`config.mk`:
```
export PLATFORM = sky130hd
export DESIGN_NAME = ucsbece152a_bcd_counter_display
export DESIGN_NICKNAME = d
export VERILOG_FILES = /design/src/rtl/ucsbece152a_bcd_counter_display.sv
export SDC_FILE = /design/constraint.sdc
export NUM_CORES = 1
export LEC_CHECK = 0
export ABC_AREA = 0
export ABC_CLOCK_PERIOD_IN_PS = 3500
export BUFFER_PORTS_ARGS = -buffer_cell sky130_fd_sc_hd__buf_4
export CORE_ASPECT_RATIO = 0.7
export CORE_MARGIN = 2
export CORE_UTILIZATION = 50
export DETAILED_ROUTE_END_ITERATION = 10
export PLACE_DENSITY = 0.69
export SETUP_SLACK_MARGIN = 0.1
export SYNTH_ARGS = -nofsm -noshare
export SYNTH_HDL_FRONTEND = slang
export SYNTH_SLANG_ARGS = --single-unit
```
`constraint.sdc`:
```
create_clock -name clk -period 3.5 [get_ports clk]
set_clock_uncertainty 0.05 [all_clocks]
set_input_delay 0.175 -clock clk [delete_from_list [all_inputs] [get_ports clk]]
set_output_delay 0.175 -clock clk [all_outputs]
set_load 0.05 [all_outputs]
```
`src/rtl/ucsbece152a_bcd_counter_display.sv`:
```
// ucsbece152a_bcd_counter_display: DIGITS-wide BCD up/down counter advanced by
// a prescaler tick, with a time-multiplexed active-low seven-segment scan driver.
//
// Ports:
//   clk       - system clock
//   rst       - synchronous active-high reset (highest priority)
//   enable_i  - 1 = counter advances on tick
//   dir_i     - 1 = count up, 0 = count down (sampled in the tick cycle)
//   clear_i   - synchronous clear of count and prescaler
//   count_o   - packed BCD count, digit 0 in [3:0]
//   wrap_o    - one-cycle pulse after a wrap-around update
//   an_o      - one-hot active-low digit enables
//   seg_o     - active-low segments {a,b,c,d,e,f,g}, a = bit 6
module ucsbece152a_bcd_counter_display #(
    parameter int DIGITS   = 4,
    parameter int TICK_DIV = 50000000,
    parameter int SCAN_DIV = 50000,
    parameter int BLANK_LZ = 1
) (
    input  logic                  clk,
    input  logic                  rst,
    input  logic                  enable_i,
    input  logic                  dir_i,
    input  logic                  clear_i,
    output logic [4*DIGITS-1:0]   count_o,
    output logic                  wrap_o,
    output logic [DIGITS-1:0]     an_o,
    output logic [6:0]            seg_o
);

    localparam int PW = (TICK_DIV > 1) ? $clog2(TICK_DIV) : 1;
    localparam int SW = (SCAN_DIV > 1) ? $clog2(SCAN_DIV) : 1;
    localparam int IW = (DIGITS > 1) ? $clog2(DIGITS) : 1;

    localparam logic [PW-1:0] TICK_MAX = PW'(TICK_DIV - 1);
    localparam logic [SW-1:0] SCAN_MAX = SW'(SCAN_DIV - 1);
    localparam logic [IW-1:0] IDX_MAX  = IW'(DIGITS - 1);

    logic [PW-1:0]         r_presc;
    logic [SW-1:0]         r_scan;
    logic [IW-1:0]         r_idx;
    logic [4*DIGITS-1:0]   r_count;
    logic                  r_wrap;

    logic                  w_tick;
    logic [4*DIGITS-1:0]   w_count_nx;
    logic                  w_ripple;
    logic [DIGITS-1:0]     w_an;
    logic [3:0]            w_digit;
    logic                  w_blank;
    logic                  w_zero;
    logic [6:0]            w_seg;

    assign w_tick = (r_presc == TICK_MAX);

    // Ripple carry/borrow through all digits in one cycle. A carry left over
    // past the top digit means the whole count wrapped.
    always_comb begin
        w_count_nx = r_count;
        w_ripple   = 1'b1;
        for (int i = 0; i < DIGITS; i++) begin
            if (w_ripple) begin
                if (dir_i) begin
                    if (r_count[4*i +: 4] == 4'd9) begin
                        w_count_nx[4*i +: 4] = 4'd0;
                    end else begin
                        w_count_nx[4*i +: 4] = r_count[4*i +: 4] + 4'd1;
                        w_ripple = 1'b0;
                    end
                end else begin
                    if (r_count[4*i +: 4] == 4'd0) begin
                        w_count_nx[4*i +: 4] = 4'd9;
                    end else begin
                        w_count_nx[4*i +: 4] = r_count[4*i +: 4] - 4'd1;
                        w_ripple = 1'b0;
                    end
                end
            end
        end
    end

    always_ff @(posedge clk) begin
        if (rst) begin
            r_presc <= '0;
            r_scan  <= '0;
            r_idx   <= '0;
            r_count <= '0;
            r_wrap  <= 1'b0;
        end else begin
            if (clear_i || w_tick) begin
                r_presc <= '0;
            end else begin
                r_presc <= r_presc + PW'(1);
            end

            if (clear_i) begin
                r_count <= '0;
                r_wrap  <= 1'b0;
            end else if (w_tick && enable_i) begin
                r_count <= w_count_nx;
                r_wrap  <= w_ripple;
            end else begin
                r_wrap  <= 1'b0;
            end

            if (r_scan == SCAN_MAX) begin
                r_scan <= '0;
                r_idx  <= (r_idx == IDX_MAX) ? '0 : r_idx + IW'(1);
            end else begin
                r_scan <= r_scan + SW'(1);
            end
        end
    end

    // Walk from the top digit down so w_zero holds "digits i..DIGITS-1 are
    // all zero" when digit i is considered.
    always_comb begin
        w_an    = '1;
        w_digit = 4'd0;
        w_blank = 1'b0;
        w_zero  = 1'b1;
        for (int i = DIGITS - 1; i >= 0; i--) begin
            w_zero = w_zero && (r_count[4*i +: 4] == 4'd0);
            if (r_idx == IW'(i)) begin
                w_an[i] = 1'b0;
                w_digit = r_count[4*i +: 4];
                w_blank = (BLANK_LZ != 0) && (i != 0) && w_zero;
            end
        end
    end

    always_comb begin
        case (w_digit)
            4'd0:    w_seg = 7'b0000001;
            4'd1:    w_seg = 7'b1001111;
            4'd2:    w_seg = 7'b0010010;
            4'd3:    w_seg = 7'b0000110;
            4'd4:    w_seg = 7'b1001100;
            4'd5:    w_seg = 7'b0100100;
            4'd6:    w_seg = 7'b0100000;
            4'd7:    w_seg = 7'b0001111;
            4'd8:    w_seg = 7'b0000000;
            4'd9:    w_seg = 7'b0000100;
            default: w_seg = 7'b1111111;
        endcase
    end

    assign count_o = r_count;
    assign wrap_o  = r_wrap;
    assign an_o    = w_an;
    assign seg_o   = w_blank ? 7'b1111111 : w_seg;

endmodule

```
Yosys cells after proc, flatten, opt, wreduce, memory -nomap -nowiden
Memories as Yosys holds them, arrays and structs flattened.
Cells that the tools add are included.
{"block": "word_totals", "n_memories": 1, "romBits": 112, "out_inout_bits": 28, "regBits": 61, "mem_bits_rw": 0, "latch_bits": 0, "elab_cells": 87}
{"block": "classes", "div": 0, "n_reduce_logical": 16, "n_shift": 0, "add_sub_neg": 11, "mul": 0, "eq_ne": 9, "bitwise_logic": 2, "muxes": 40, "n_lt_le_gt_ge": 0}
{"memory": "(no name shown)", "depth": 16, "word_bits": 7, "rd": 1, "rd_ports_with_merged_regs": 0, "wr": 0, "line_no": "133", "text": "case (w_digit)"}
{"operator": "$mux 4", "count": 16}
{"operator": "$add 26x1->26 const B", "count": 1}
{"operator": "$eq 26x26->1 const B", "count": 1}
{"operator": "$mux 1", "count": 22}
{"operator": "$add 16x1->16 const B", "count": 1}
{"operator": "$add 4x1->4 const B", "count": 4}
{"operator": "$eq 16x16->1 const B", "count": 1}
{"operator": "$eq 4x4->1 const B", "count": 4}
{"operator": "$logic_not 4->1", "count": 4}
{"operator": "$sub 4x1->4 const B", "count": 4}
{"operator": "$mux 7", "count": 1}
{"operator": "$reduce_and 2->1", "count": 3}
{"operator": "$reduce_or 2->1", "count": 3}
{"operator": "$eq 2x2->1 const B", "count": 2}
{"operator": "$reduce_or 4->1", "count": 1}
{"operator": "$logic_and 1x1->1", "count": 3}
{"operator": "$add 2x1->2 const B", "count": 1}
{"operator": "$eq 2x1->1 const B", "count": 1}
{"operator": "$logic_not 2->1", "count": 1}
{"operator": "$mux 2", "count": 1}
{"operator": "$not 1->1", "count": 2}
{"operator": "$logic_or 1x1->1", "count": 1}

Depth between registers and ports, before layout
Gate-level depths: netlist of run 1.
{"block": "logic_depth", "ltp_word": 7, "mapped_depth": 11, "depth_no_buf": 10}

Worst setup path before layout of run 1
OpenSTA, ideal clock, no wires.
{"block": "synth_timing", "path_kind": "register to output", "start": "register r_idx[0]", "end": "output port seg_o[1]", "arrival_time_ns": 2.984, "required_time_ns": 3.275, "stages_incl_launch_ff": 11, "slack_ns": 0.291, "path_buffers": 1, "cell_sequence": "dfxtp_1 > inv_1 > ha_1 > clkbuf_1 > inv_1 > o221ai_1 > and2_1 > ha_1 > nand3_1 > o21ai_0 > o21ai_0"}
{"block": "synth_via", "elab_chain_cells": 7, "elab_cells_between_ends": 14, "cone_classes": "eq/ne: 3; mux: 9; reduce/logical: 1; memory: 1"}
{"item": "start: declaration", "line_no": "41", "text": "logic [IW-1:0] r_idx;"}
{"item": "start signal: assignment", "line_no": "108", "text": "r_idx <= (r_idx == IDX_MAX) ? '0 : r_idx + IW'(1);"}
{"item": "$eq 2x2->1", "line_no": "124", "text": "if (r_idx == IW'(i)) begin"}
{"item": "$mux 4 (4 in series)", "line_no": "124"}
{"item": "$mem_v2 16x7"}
{"item": "$mux 7 (*)", "line_no": "151", "text": "assign seg_o = w_blank ? 7'b1111111 : w_seg;"}
{"item": "end: declaration", "line_no": "28", "text": "output logic [6:0] seg_o"}
Every way passes the cells marked *; elsewhere a longest branch is shown, timed or not.

Final worst setup path of run 1
{"block": "layout_timing", "start": "register r_idx[0]", "end": "output port seg_o[2]"}
The elaborated chain is that of the path after synthesis.

==> results of run 1 <==
-- final timing paths --
path,startpoint,to,slack (ps),cells past startpoint
max,r_idx[0],seg_o[2],480,10
min,clear_i,count_o[7],180,4
max reg2reg,r_presc[24],count_o[13],1180,5
min reg2reg,r_presc[0],r_presc[0],400,1
-- final cells by class --
| cell class | count | share of cell area |
|---|---|---|
| clock inverters | 6 | 0.00730 |
| inverters | 20 | 0.0183 |
| well taps | 98 | 0.0298 |
| flip-flops and latches | 61 | 0.297 |
| repair buffers | 33 | 0.0609 |
| clock buffers | 10 | 0.0310 |
| multi-input cells | 363 | 0.556 |
-- through the flow --
stage	setup slack, ps	total power [mW]	utilization	instance area, sq um
global route	252	1.34	0.567	4110
finish	483	1.27	0.567	4110
floorplan	291	0.751	-	3720
global placement	979	0.760	0.544	3940
detailed placement	909	0.762	0.544	3940
CTS	492	1.29	0.567	4110
-- worst register-to-register path: stages (launching register included) --
cell	delay, ps
dfxtp_1	340
or4b_4	570
nor4_4	310
nand4_2	380
or3_1	470
a21oi_1	140
-- cell usage in the layout (no fill, tap or decap), types with 6 or more instances in the layout --
master | netlist | final
buf_4 | 1 | 32
or3_1 | 11 | 11
o21ai_0 | 30 | 30
ha_1 | 11 | 11
inv_1 | 20 | 20
dfxtp_1 | 61 | 61
xnor2_1 | 28 | 28
and2_1 | 7 | 7
nand3_1 | 21 | 21
and3_1 | 9 | 9
clkinv_2 | 0 | 6
xor2_1 | 19 | 19
nand2_1 | 32 | 32
nor3_1 | 18 | 18
nand4_1 | 11 | 11
a21oi_1 | 18 | 18
clkbuf_8 | 1 | 9
nor4_1 | 8 | 8
nor2_1 | 68 | 68
-- power groups by stage --
| stage | sequential, mW | clock (mW) | combinational [mW] |
|---|---|---|---|
| floorplan | 0.716 | 0 | 0.0348 |
| global placement | 0.716 | 0 | 0.0439 |
| detailed placement | 0.717 | 0 | 0.0455 |
| CTS | 0.701 | 0.545 | 0.0464 |
| global route | 0.701 | 0.584 | 0.0526 |
| finish | 0.701 | 0.526 | 0.0464 |
-- metal layers --
| metal | share of wire | wire (um) | up-vias | GRT usage |
|---|---|---|---|---|
| li1 | - | - | 1692 | - |
| met1 | 0.50 | 4280 | 1543 | 0.318 |
| met2 | 0.42 | 3610 | 81 | 0.320 |
| met3 | 0.072 | 617 | 8 | 0.0907 |
| met4 | 0.0069 | 59 | 0 | 0.0571 |
| met5 | 0 | 0 | - | 0 |
-- cell families (layout without fill, tap and decap cells) --
logic type,after synthesis,after routing,synth area share
XOR/XNOR,47,47,0.111
buffers and inverters,51,69,0.0581
flip-flops,61,61,0.328
adder cells (fa/ha/maj),11,11,0.0370
AND/OR/NAND/NOR,218,218,0.316
multiplexers,5,5,0.0138
AO/OA/AOI/OAI,82,82,0.137
-- sequential cells by signal, summed over array words and instances (netlist names) --
name     cells
r_idx        2
r_presc     26
wrap_o       1
r_scan      16
count_o     16
==> results.py, run 1 <==
metrics = {
    "global_route": {
        "grt_max_degree": 40,
        "grt_pass1_wl_um": 14900,
        "track_usage": 0.226,
        "antenna_found_initial": 0,
        "grt_pass1_vias": 3113,
        "grt_overflow": 0,
    },
    "cts": {
        "clk_pin_slew_ps": 60,
        "cts_sinks": 61,
        "hold_buffers": 1,
        "clockBufferDepth": 2,
        "root_buffer": "clkbuf_8",
        "cts_resized": 0,
        "cts_buffers": 9,
        "cts_setup_buffers": 0,
        "clkLatencyLatePin_ps": 350,
        "htree_levels": 3,
        "cts_tree": "yes",
    },
    "logic_synthesis": {
        "synthCells": 475,
        "synth_top_area_share": 0.328,
        "ys.flop_type": "dfxtp_1",
        "netlist_area_sq_mm": 0.00372,
        "synth.top_cells.by_area": "dfxtp_1 (33%), nor2_1 (6.9%), xnor2_1 (6.6%), xor2_1 (4.5%), o21ai_0 (4.0%)",
        "syn_area_per_cell_sq_um": 7.84,
        "synth.ff_latch_count": 61,
        "yosysWarnings": 0,
        "synth_top_area_cell": "dfxtp_1",
        "ys_seq_area_frac": 0.328,
        "synth_edf_count": 0,
        "synth_nets": 491,
        "async_flop_share": 0,
        "synth_commonest_cells": "nor2_1 (68), dfxtp_1 (61), nand2_1 (32)",
        "synth_most_common_cell": "nor2_1",
        "synth_cell_type_count": 60,
    },
    "finish": {
        "area_growth_pct": 10.5,
        "antennaDiodeCount": 0,
        "nFillCells": 682,
        "multi_input_area_sq_mm": 0.00228,
        "seq_area_sq_mm": 0.00122,
        "layout.cells.non_filler": 591,
        "final_nets": 504,
        "drive_gt1_frac": 0.124,
    },
    "timing": {
        "worst_slew_pin_slew_ps": 790,
        "fin_tns_setup_ps": 0,
        "hold_slack_ps": 175,
        "final_max_slew_viol_count": 0,
        "finalSetupViolCount": 0,
        "hold_viol": 0,
        "fmax_mhz": 331,
        "min_period_ps": 3020,
        "rsz0062_at_grt": "no",
        "relSlewSlack": 0.472,
        "timing.final.crit_share": 0.862,
    },
    "setup_path": {
        "cp_top_family": "simple AND/OR/NAND/NOR gates",
        "slowest_delay_ps": 420,
        "crit_type": "reg2out",
        "critPathMaxFanout": 9,
        "cpMaxStageDelayCell": "dfxtp_1",
        "required_ps": 3270,
        "critPathLaunchType": "flop",
        "endpoint_kind": "primary output",
        "crit_arrival_ps": 2790,
        "crit_buf_inv": 3,
        "path_cells": "inv_1 > ha_1 > and3b_1 > o221ai_1 > and2_1 > inv_1 > ha_1 > or3b_1 > a32o_1 > buf_4",
    },
    "run": {
        "maxCapViolations": 0,
    },
    "floorplan": {
        "fp.coreArea_sq_mm": 0.00725,
        "fp-row-count": 26,
        "io_pins": 33,
        "die_area_sq_mm": 0.00816,
        "die_x_um": 107,
        "start_util": 0.513,
        "die_y_um": 76.2,
    },
    "drt": {
        "vias_per_cell": 5.62,
        "drcViolationCount": 0,
        "drt_pre_antenna_iters": 6,
        "wire_per_inst_um": 14.5,
        "drt_iter0_drc": 225,
        "drtAntennaViolNets": 0,
        "totalWireLength_um": 8560,
        "num_vias": 3324,
    },
    "status": {
        "status": "finished clean",
    },
    "power": {
        "p_int_mw": 0.962,
        "vdd_ir_drop_max_mv": 0.205,
        "p_leak_nw": 1.49,
        "p_per_area_mw_per_mm2": 310,
        "p_switching_mw": 0.311,
        "power_frac_comb": 0.036,
        "switching_share": 0.244,
        "clkPwrFrac": 0.413,
        "p_seq_frac": 0.551,
    },
    "place": {
        "dpl.cell_count": 574,
        "port_buffers": 32,
        "place_congestion": 0.910,
        "dp_hpwl_um": 6040,
    },
    "min_path": {
        "hp-class": "in2reg",
    },
}
Power figures use the tool's default switching activity.
==> inputs of run 2 (changes only) <==
- ABC_CLOCK_PERIOD_IN_PS: 3500 -> 2600
- PLACE_DENSITY: 0.69 -> 0.71
- clock period: 3.5 -> 2.6 ns (I/O delays scaled with it)
==> run 2 against run 1 <==
Against the previous run:
- non-clock buffer count increased by 22
- total power increased by 59%
- highest routed layer unchanged
- combinational power increased by 41%
- critical path depth decreased by 1
- via count increased by 5.4%
- count of clock-buffer cells in the layout unchanged
- cell count increased by 3.7%
- critical path type unchanged
- the flow now finishes with violations (setup timing)
==> results.py, run 2 (synthesis gave the netlist of run 1 again) <==
metrics = {
    "min_path": {
        "hp-class": "in2reg",
    },
    "power": {
        "p_per_area_mw_per_mm2": 444,
        "p_leak_nw": 1.65,
        "vdd_ir_drop_max_mv": 0.323,
    },
    "setup_path": {
        "required_ps": 2420,
        "endpoint_kind": "primary output",
        "critPathLaunchType": "flop",
        "cpMaxStageDelayCell": "a221o_1",
        "crit_type": "reg2out",
        "critPathMaxFanout": 6,
        "crit_path_end": "seg_o[2]",
        "r2r_end": "count_o[13]",
        "path_cells": "inv_4 > ha_4 > buf_4 > a21oi_1 > a221o_1 > and2_4 > or3b_1 > a32o_1 > buf_6",
        "worst-path-stages": 9,
        "cp_top_family": "compound AO/OA/AOI/OAI gates",
        "r2r-start": "r_presc[24]",
        "slowest_delay_ps": 390,
        "rrSetupSlack_ps": 270,
        "startpoint": "r_idx[0]",
        "crit_buf_inv": 3,
        "r2r_cells": 5,
        "crit_arrival_ps": 2490,
    },
    "finish": {
        "largest_reg_flops": 26,
        "drive_gt1_frac": 0.231,
        "regMostFlops": "r_presc",
        "final_cell_mix": "nor2_1 (67), dfxtp_1 (57), buf_4 (45), nand2_1 (30), xnor2_1 (28)",
        "final_common_cell": "nor2_1",
        "utilization": 0.631,
        "final_nets": 526,
        "area_growth_pct": 22.9,
        "fin_area_sq_mm": 0.00458,
        "antennaDiodeCount": 0,
    },
    "timing": {
        "relSlewSlack": 0.493,
        "fmax_mhz": 374,
        "final_max_slew_viol_count": 0,
        "min_period_ps": 2670,
        "hold_slack_ps": 131,
        "rsz0062_at_grt": "yes",
        "worst_slew_pin_slew_ps": 755,
        "setup_ws_ps": -71.7,
        "hold_viol": 0,
        "timing.final.crit_share": 1.03,
        "finalSetupViolCount": 1,
    },
    "global_route": {
        "antenna_found_initial": 0,
        "grt_overflow": 0,
        "grt_pass1_wl_um": 15300,
        "track_usage": 0.233,
        "grt_pass1_vias": 3071,
        "grt_max_degree": 24,
    },
    "cts": {
        "htree_levels": 3,
        "clk_pin_slew_ps": 70,
        "root_buffer": "clkbuf_8",
        "cts_tree": "yes",
        "cts_buffers": 9,
        "clkLatencyLatePin_ps": 350,
        "clockBufferDepth": 2,
        "cts_sinks": 61,
    },
    "place": {
        "place_congestion": 0.919,
        "placed_cell_area_sq_mm": 0.00411,
        "port_buffers": 32,
        "dp_hpwl_um": 6070,
    },
    "drt": {
        "wire_per_inst_um": 15.1,
        "totalWireLength_um": 9230,
        "vias_per_cell": 5.72,
        "drt_iter0_drc": 242,
        "drt_pre_antenna_iters": 5,
        "num_vias": 3504,
        "drtAntennaViolNets": 0,
        "drcViolationCount": 0,
    },
    "floorplan": {
        "die_area_sq_mm": 0.00816,
        "fp-row-count": 26,
        "die_y_um": 76.2,
        "fp.coreArea_sq_mm": 0.00725,
        "die_x_um": 107,
        "io_pins": 33,
        "start_util": 0.513,
    },
    "status": {
        "violations": "setup timing",
        "status": "finished with violations",
    },
    "run": {
        "maxCapViolations": 0,
    },
}
[run 2: layer usage]
layer / share of wire / up-vias / GRT usage / routed length [um]
met3: 0.060 / 20 / 0.0676 / 550
li1: - / 1736 / - / -
met5: 0 / - / 0 / 0
met2: 0.43 / 101 / 0.326 / 3960
met4: 0.017 / 0 / 0.0662 / 159
met1: 0.49 / 1647 / 0.345 / 4570
[run 2: how the worst min path moves through the flow]
stage,start,to,slack (ps),cells past startpoint
2_1_floorplan,rst,r_idx[0],150,1
3_3_place_gp,rst,r_idx[0],290,2
3_5_place_dp,rst,r_scan[2],290,2
4_1_cts,clear_i,count_o[7],100,4
5_1_grt,clear_i,count_o[7],120,4
6_report,clear_i,count_o[7],130,4
[run 2: tightest hold or removal path, cell delays in order]
cell and delay, ps:
buf_4 90, nor2_1 100, nand2_1 90, o211ai_1 70
[run 2: layout make-up]
| cell class | count | area [sq um] |
|---|---|---|
| Multi-Input combinational cell | 363 | 2440 |
| Timing Repair Buffer | 55 | 462 |
| Sequential cell | 61 | 1230 |
| Clock buffer | 10 | 128 |
| Tap cell | 98 | 123 |
| Fill cell | 603 | 2680 |
| Inverter | 20 | 85.1 |
| Clock inverter | 6 | 111 |
[run 2: where the power goes]
part	leakage (nW)	switching, mW	internal, mW	total (mW)
Clock	0.116	0.387	0.636	1.02
Combinational	1.04	0.0431	0.0224	0.0654
Sequential	0.495	0.00414	0.937	0.941
[run 2: what timing repair did]
item                                    CTS  global route
gates resized for setup                  30            19
hold endpoints to repair                  3             0
hold buffers                              1             0
endpoints found under the setup margin    7             7
buffers inserted                          6             0
pin swaps                                 3             3
[run 2: per-stage QoR]
step                total power [mW]  TNS, ps  cells  worst slack (ps)
global route                    2.11     -552    613              -147
floorplan                       1.01        0    475               115
finish                          2.03    -71.7    613             -71.7
CTS                             2.05     -117    613             -36.6
detailed placement              1.03        0    590              66.7
global placement                1.03        0    590               127
